<file path="src/rtl/math_pkg.sv">
// Shared definitions for the sum_of_squares -> sqrt datapath: FSM state encodings
// and the 32-bit result width used by both stages.
package math_pkg;

    localparam int OUT_W = 32;

    typedef enum logic [2:0] {
        IDLE   = 3'd0,
        GET    = 3'd1,
        SQUARE = 3'd2,
        ACC    = 3'd3,
        PUT    = 3'd4
    } state_t;

    // Window counter width; a 1-sample window still needs a 1-bit counter.
    function automatic int cnt_width(input int log2_n);
        return (log2_n > 0) ? log2_n : 1;
    endfunction

endpackage

</file>
<file path="src/rtl/sum_of_squares_if.sv">
// Sample-in / mean-square-out stb/ack bundle. master drives samples and out_ack,
// slave is the sum_of_squares block.
interface sum_of_squares_if #(
    parameter int WIDTH = 16
);
    import math_pkg::*;

    logic signed [WIDTH-1:0] in_a;
    logic                    in_stb;
    logic                    in_ack;
    logic [OUT_W-1:0]        out_z;
    logic                    out_stb;
    logic                    out_ack;

    modport master (
        output in_a, in_stb, out_ack,
        input  in_ack, out_z, out_stb
    );

    modport slave (
        input  in_a, in_stb, out_ack,
        output in_ack, out_z, out_stb
    );

endinterface

</file>
<file path="src/rtl/square_reg.sv">
// Registered signed WIDTH x WIDTH squarer; prod holds a*a (always non-negative)
// and updates only when en is high.
module square_reg #(
    parameter int WIDTH = 16
) (
    input  logic                    clk,
    input  logic                    rst_n,
    input  logic                    en,
    input  logic signed [WIDTH-1:0] a,
    output logic [2*WIDTH-1:0]      prod
);

    localparam int PW = 2 * WIDTH;

    // Sign-extend then multiply modulo 2**PW: the true square is below 2**PW,
    // so the truncated unsigned product equals the signed result exactly.
    logic [PW-1:0] a_ext;
    assign a_ext = {{WIDTH{a[WIDTH-1]}}, a};

    always_ff @(posedge clk or negedge rst_n) begin
        if (!rst_n) begin
            prod <= '0;
        end else if (en) begin
            prod <= a_ext * a_ext;
        end
    end

endmodule

</file>
<file path="src/rtl/sum_of_squares.sv">
// Mean-square of non-overlapping 2**LOG2_N sample windows, feeding the sqrt stage.
// Define SUM_OF_SQUARES_ROUND_EN for round-half-up instead of truncation.
module sum_of_squares
    import math_pkg::*;
#(
    parameter int WIDTH  = 16,
    parameter int LOG2_N = 4
) (
    input  logic             clk,
    input  logic             rst_n,
    sum_of_squares_if.slave  bus
);

    localparam int PW = 2 * WIDTH;
`ifdef SUM_OF_SQUARES_ROUND_EN
    localparam int AW = PW + LOG2_N + 1;
    localparam int RND_SH = (LOG2_N > 0) ? LOG2_N - 1 : 0;
    localparam logic [AW-1:0] RND = (LOG2_N > 0) ? (AW'(1) << RND_SH) : '0;
`else
    localparam int AW = PW + LOG2_N;
    localparam logic [AW-1:0] RND = '0;
`endif
    localparam int CW = cnt_width(LOG2_N);
    localparam logic [CW-1:0] LAST_CNT = CW'((64'd1 << LOG2_N) - 64'd1);

    state_t                  state, state_nxt;
    logic signed [WIDTH-1:0] a_reg, a_nxt;
    logic [AW-1:0]           acc, acc_nxt;
    logic [CW-1:0]           count, count_nxt;
    logic                    in_ack, in_ack_nxt;
    logic                    out_stb, out_stb_nxt;
    logic [OUT_W-1:0]        out_z, out_z_nxt;
    logic [PW-1:0]           prod;
    logic [AW-1:0]           sum;
    logic [AW-1:0]           mean;

    square_reg #(.WIDTH(WIDTH)) u_square (
        .clk   (clk),
        .rst_n (rst_n),
        .en    (state == SQUARE),
        .a     (a_reg),
        .prod  (prod)
    );

    always_ff @(posedge clk or negedge rst_n) begin
        if (!rst_n) begin
            state   <= IDLE;
            a_reg   <= '0;
            acc     <= '0;
            count   <= '0;
            in_ack  <= 1'b0;
            out_stb <= 1'b0;
            out_z   <= '0;
        end else begin
            state   <= state_nxt;
            a_reg   <= a_nxt;
            acc     <= acc_nxt;
            count   <= count_nxt;
            in_ack  <= in_ack_nxt;
            out_stb <= out_stb_nxt;
            out_z   <= out_z_nxt;
        end
    end

    always_comb begin
        state_nxt   = state;
        a_nxt       = a_reg;
        acc_nxt     = acc;
        count_nxt   = count;
        in_ack_nxt  = in_ack;
        out_stb_nxt = out_stb;
        out_z_nxt   = out_z;
        sum         = acc + AW'(prod);
        mean        = (sum + RND) >> LOG2_N;

        case (state)
            IDLE: begin
                in_ack_nxt = 1'b1;
                state_nxt  = GET;
            end
            GET: begin
                if (bus.in_stb && in_ack) begin
                    a_nxt      = bus.in_a;
                    in_ack_nxt = 1'b0;
                    state_nxt  = SQUARE;
                end
            end
            SQUARE: begin
                state_nxt = ACC;
            end
            ACC: begin
                if (count == LAST_CNT) begin
                    // mean never exceeds 2**(2*WIDTH-2), so narrowing to OUT_W is lossless
                    out_z_nxt   = OUT_W'(mean);
                    out_stb_nxt = 1'b1;
                    acc_nxt     = '0;
                    count_nxt   = '0;
                    state_nxt   = PUT;
                end else begin
                    acc_nxt    = sum;
                    count_nxt  = count + CW'(1);
                    in_ack_nxt = 1'b1;
                    state_nxt  = GET;
                end
            end
            PUT: begin
                if (bus.out_ack) begin
                    out_stb_nxt = 1'b0;
                    in_ack_nxt  = 1'b1;
                    state_nxt   = GET;
                end
            end
            default: begin
                state_nxt = IDLE;
            end
        endcase
    end

    assign bus.in_ack  = in_ack;
    assign bus.out_stb = out_stb;
    assign bus.out_z   = out_z;

endmodule

</file>
<file path="src/flat_wrapper.sv">
// flat-port wrapper written by rule: the top's interface ports become plain ports
module sum_of_squares_flat import math_pkg::*;
#(
    parameter int WIDTH  = 16,
    parameter int LOG2_N = 4
)
  (clk, rst_n, bus_in_a, bus_in_stb, bus_out_ack, bus_in_ack, bus_out_z, bus_out_stb);
  sum_of_squares_if #(.WIDTH(WIDTH)) bus_i ();
  input  logic clk;
  input  logic rst_n;
  input wire logic [$bits(bus_i.in_a)-1:0] bus_in_a;
  input wire logic [$bits(bus_i.in_stb)-1:0] bus_in_stb;
  input wire logic [$bits(bus_i.out_ack)-1:0] bus_out_ack;
  output wire logic [$bits(bus_i.in_ack)-1:0] bus_in_ack;
  output wire logic [$bits(bus_i.out_z)-1:0] bus_out_z;
  output wire logic [$bits(bus_i.out_stb)-1:0] bus_out_stb;
  assign bus_i.in_a = bus_in_a;
  assign bus_i.in_stb = bus_in_stb;
  assign bus_i.out_ack = bus_out_ack;
  assign bus_in_ack = bus_i.in_ack;
  assign bus_out_z = bus_i.out_z;
  assign bus_out_stb = bus_i.out_stb;
  sum_of_squares #(.WIDTH(WIDTH), .LOG2_N(LOG2_N)) u_core (.clk(clk), .rst_n(rst_n), .bus(bus_i));
endmodule
</file>
<file path="config.mk">
export PLATFORM = sky130hd
export DESIGN_NAME = sum_of_squares_flat
export DESIGN_NICKNAME = d
export VERILOG_FILES = /design/src/rtl/math_pkg.sv /design/src/rtl/sum_of_squares_if.sv /design/src/rtl/square_reg.sv /design/src/rtl/sum_of_squares.sv /design/src/flat_wrapper.sv
export SDC_FILE = /design/constraint.sdc
export NUM_CORES = 1
export LEC_CHECK = 0
export ABC_AREA = 0
export ABC_CLOCK_PERIOD_IN_PS = 7900
export CAP_MARGIN = 5
export CORE_UTILIZATION = 40
export CTS_BUF_LIST = sky130_fd_sc_hd__clkbuf_8
export DETAILED_ROUTE_END_ITERATION = 16
export PLACE_DENSITY = 0.63
export SLEW_MARGIN = 20
export SYNTH_ARGS = -nofsm -noshare
export SYNTH_HDL_FRONTEND = slang
export SYNTH_HIERARCHICAL = 1
export SYNTH_SLANG_ARGS = --single-unit
</file>
<file path="constraint.sdc">
create_clock -name clk -period 7.9 [get_ports clk]
set_clock_uncertainty 0.15 [all_clocks]
set_input_delay 1.58 -clock clk [delete_from_list [all_inputs] [get_ports clk]]
set_output_delay 1.58 -clock clk [all_outputs]
set_load 0.005 [all_outputs]
</file>
==> results of run 1 <==
final cells by class:
| type | instances | area [um2] |
|---|---|---|
| clock buffer | 17 | 234 |
| clock inverter | 15 | 186 |
| fill | 3784 | 21500 |
| inverter | 373 | 1400 |
| multi-input combinational | 1143 | 11000 |
| sequential | 124 | 3100 |
| tap | 518 | 648 |
| timing repair buffer | 66 | 629 |
per-stage QoR:
| step | instance area, um2 | worst slack (ns) | utilization [%] | cells |
|---|---|---|---|---|
| detailed placement | 16800 | 0.852 | 43.4 | 2224 |
| finish | 17200 | 0.838 | 44.4 | 2256 |
| floorplan | 15800 | 1.56 | - | 1701 |
| CTS | 17200 | 0.819 | 44.4 | 2256 |
| global route | 17200 | 0.343 | 44.4 | 2256 |
| global placement | 16800 | 1.13 | 43.4 | 2224 |
layout by cell type, fill, tap and decap left out, types with 8 or more instances in the layout:
cell	n
xnor2_1	50
o211ai_1	9
inv_1	374
mux2_2	33
nor3_1	13
dfrtp_1	124
nand2_1	193
xor2_1	16
nor2b_1	11
nand4_1	13
and2_1	45
clkbuf_8	17
nand3_1	18
a21oi_1	69
o21ai_0	71
a211oi_1	10
a22o_1	8
nor2_1	68
fa_1	235
a21o_1	13
o31ai_1	9
buf_4	13
ha_1	122
clkdlybuf4s50_1	52
o21a_1	8
worst max-delay path, delay by kind of cell (launching register included):
family | cells | cell delay [ns]
buffers and inverters | 5 | 0.53
AND/OR/NAND/NOR | 1 | 0.27
AO/OA/AOI/OAI | 7 | 1.55
flip-flops | 1 | 0.69
adder cells (fa/ha/maj) | 7 | 3.78
per-layer routing:
metal	up-vias	track usage (%)	part of all wire, %
met2	218	32.5	51
li1	5418	-	-
met1	5807	23.8	44
met3	54	2.69	3.4
met5	-	0	0
met4	0	5.59	2.1
cell families after synthesis:
family / count (synthesis)
buffers and inverters: 434
AND/OR/NAND/NOR: 406
adder cells (fa/ha/maj): 357
AO/OA/AOI/OAI: 278
flip-flops: 124
XOR/XNOR: 66
multiplexers: 35
other: 1
path summary, 6_finish.rpt:
kind	start	end	depth (start not counted)
max in group asynchronous	rst_n	u_core/a_reg[1]	2
worst min-delay path	u_core/bus.out_z[10]	u_core/bus.out_z[10]	2
worst min register to register	u_core/bus.out_z[10]	u_core/bus.out_z[10]	2
min in group asynchronous	rst_n	u_core/bus.out_z[27]	1
worst max-delay path	u_core/a_reg[3]	u_core/u_square/prod[30]	20
worst max register to register	u_core/a_reg[3]	u_core/u_square/prod[30]	20
==> flow_metrics.py, run 1 <==
metrics = {
    "die": {
        "boundaryPins": 54,
        "core_um2": 38700,
        "start_util_pct": 40.7,
        "die_h_um": 201,
        "die_x_um": 201,
        "rows": 72,
        "fp.dieArea_um2": 40200,
    },
    "placement": {
        "io_buffer_count": 53,
        "place.gp.congestion": 0.871,
        "dp_hpwl_mm": 28.7,
    },
    "cells_and_area": {
        "largest_register": "u_core/acc",
        "largest_reg_flops": 36,
        "nets": 2102,
        "antenna_cells": 0,
        "drive_above_1_share_pct": 6.33,
        "reg_top3": "u_core/acc: 36 flops, u_core/bus.out_z: 32 flops, u_core/u_square/prod: 31 flops",
        "area_growth_pct": 9.15,
    },
    "routing": {
        "drtAntennaViolNets": 0,
        "vias_per_cell": 5.10,
        "via_count": 11500,
        "routed_wl_mm": 35.5,
        "drc": 0,
        "avgRoutedWirePerCell_um": 15.7,
        "drt-initial-drc-count": 640,
        "drtPass1Iterations": 5,
    },
    "timing": {
        "final_hold_viol_count": 0,
        "timing.hold.ws_ns": 0.336,
        "maxSlewViolCount": 0,
        "rsz0062_at_grt": "no",
        "final.min_clock_period_ns": 7.06,
        "setup_tns_ns": 0,
        "slew-limit-headroom_pct": 31.7,
        "tightest_slew_ns": 1.02,
        "max_freq_mhz": 142,
        "period_share_pct": 89.4,
        "finalSetupViolations": 0,
    },
    "synthesis": {
        "yosys_warnings": 6,
        "synthTopCellsByCount": "inv_1 (373), fa_1 (235), nand2_1 (193)",
        "synth_top_family_by_area": "adder cells",
        "synth_nets": 2078,
        "yosysTopAreaCell": "fa_1",
        "synth_seq_cells": 124,
        "syn_area_um2": 15800,
        "synth_compound_gate_area_share_pct": 12.1,
        "synthArstFlopShare_pct": 100,
        "synth.most_common_cell": "inv_1",
        "syn_inst": 1701,
        "synth_edf_count": 0,
        "synthFlopType": "dfrtp_1",
        "synth_area_leaders": "fa_1 (30%), dfrtp_1 (20%), ha_1 (9.7%), inv_1 (8.9%), nand2_1 (4.6%)",
        "yosys.area_share.simple_pct": 12.0,
        "synth_top_area_share_pct": 29.8,
        "ys_types": 79,
        "yosysSeqAreaShare_pct": 19.7,
        "synthAdderAreaFrac_pct": 39.5,
        "synth_mux_area_share_pct": 2.51,
        "avgSynthCellArea_um2": 9.27,
        "synthXorXnorAreaFrac_pct": 3.66,
    },
    "worst_setup_path": {
        "cp_data_required_time_ns": 8.13,
        "worstPathMaxFanout": 16,
        "r2r_slack_ns": 0.84,
        "cpPeakStageDelay_ns": 0.83,
        "crit_type": "reg -> reg",
        "slowest_stage": "fa_1",
        "cp.arrival_ns": 7.29,
        "crit_path_end_kind": "register",
        "cp_common_cell": "fa_1",
        "worstPathCellList": "inv_1, nor2_1, fa_1, fa_1, inv_1, fa_1, fa_1, inv_1, fa_1, inv_1, fa_1, inv_1, ha_1, a21oi_1, o21ai_0, a21oi_1, o21ai_0, a221oi_1, a21oi_1, o31ai_1",
        "start_kind": "register",
    },
    "global_routing": {
        "grt_pass1_vias": 12000,
        "antenna_found_initial": 0,
        "grt_max_degree": 64,
        "grt_pass1_wl_mm": 60.2,
        "grt.total_usage_pct": 18.6,
        "globalRouteOverflowTotal": 0,
    },
    "clock_network": {
        "clkLatencyLatePin_ns": 0.46,
        "numCtsBuffers": 17,
        "clkTransAtPathRegs_ns": 0.09,
        "cts_setup_buffers": 0,
        "cts_root_buf": "clkbuf_8",
        "cts_max_level": 4,
        "cts_hold_buffers": 0,
        "ctsResizeCount": 0,
        "cts_tree": "built",
        "cts_num_sinks": 124,
        "clk_path_buf_depth": 2,
    },
    "min_path": {
        "hold_path.class": "reg -> reg",
    },
    "run": {
        "maxCapViolations": 0,
    },
    "outcome": {
        "outcome": "finished clean",
    },
}
Power of run 1 is not shown: default switching activity piles up to over one toggle a cycle in this logic, so the estimate is an artifact.
==> run 2, diff against run 1 <==
Settings changed: SLEW_MARGIN 20 to unset.
==> results of run 2 <==
Same layout as run 1: the final DEF is identical, and so are final timing and power.
Power of run 2 is left out for the same reason.
==> run 3, diff against run 2 <==
--- a/config.mk
+++ b/config.mk
@@ -11,4 +11,5 @@
 export CORE_UTILIZATION = 40
 export CTS_BUF_LIST = sky130_fd_sc_hd__clkbuf_8
+export CTS_CLUSTER_DIAMETER = 200
 export DETAILED_ROUTE_END_ITERATION = 16
 export PLACE_DENSITY = 0.63
==> constraint.sdc (replaced) <==
create_clock -name clk -period 7.9 [get_ports clk]
set_clock_uncertainty 0.15 [all_clocks]
set_input_delay 1.58 -clock clk [delete_from_list [all_inputs] [get_ports clk]]
set_output_delay 1.58 -clock clk [all_outputs]
set_load 0.05 [all_outputs]
==> results of run 3 <==
Same layout as run 1: the final DEF is identical, and so are final timing and power.
Power of run 3 is left out for the same reason.
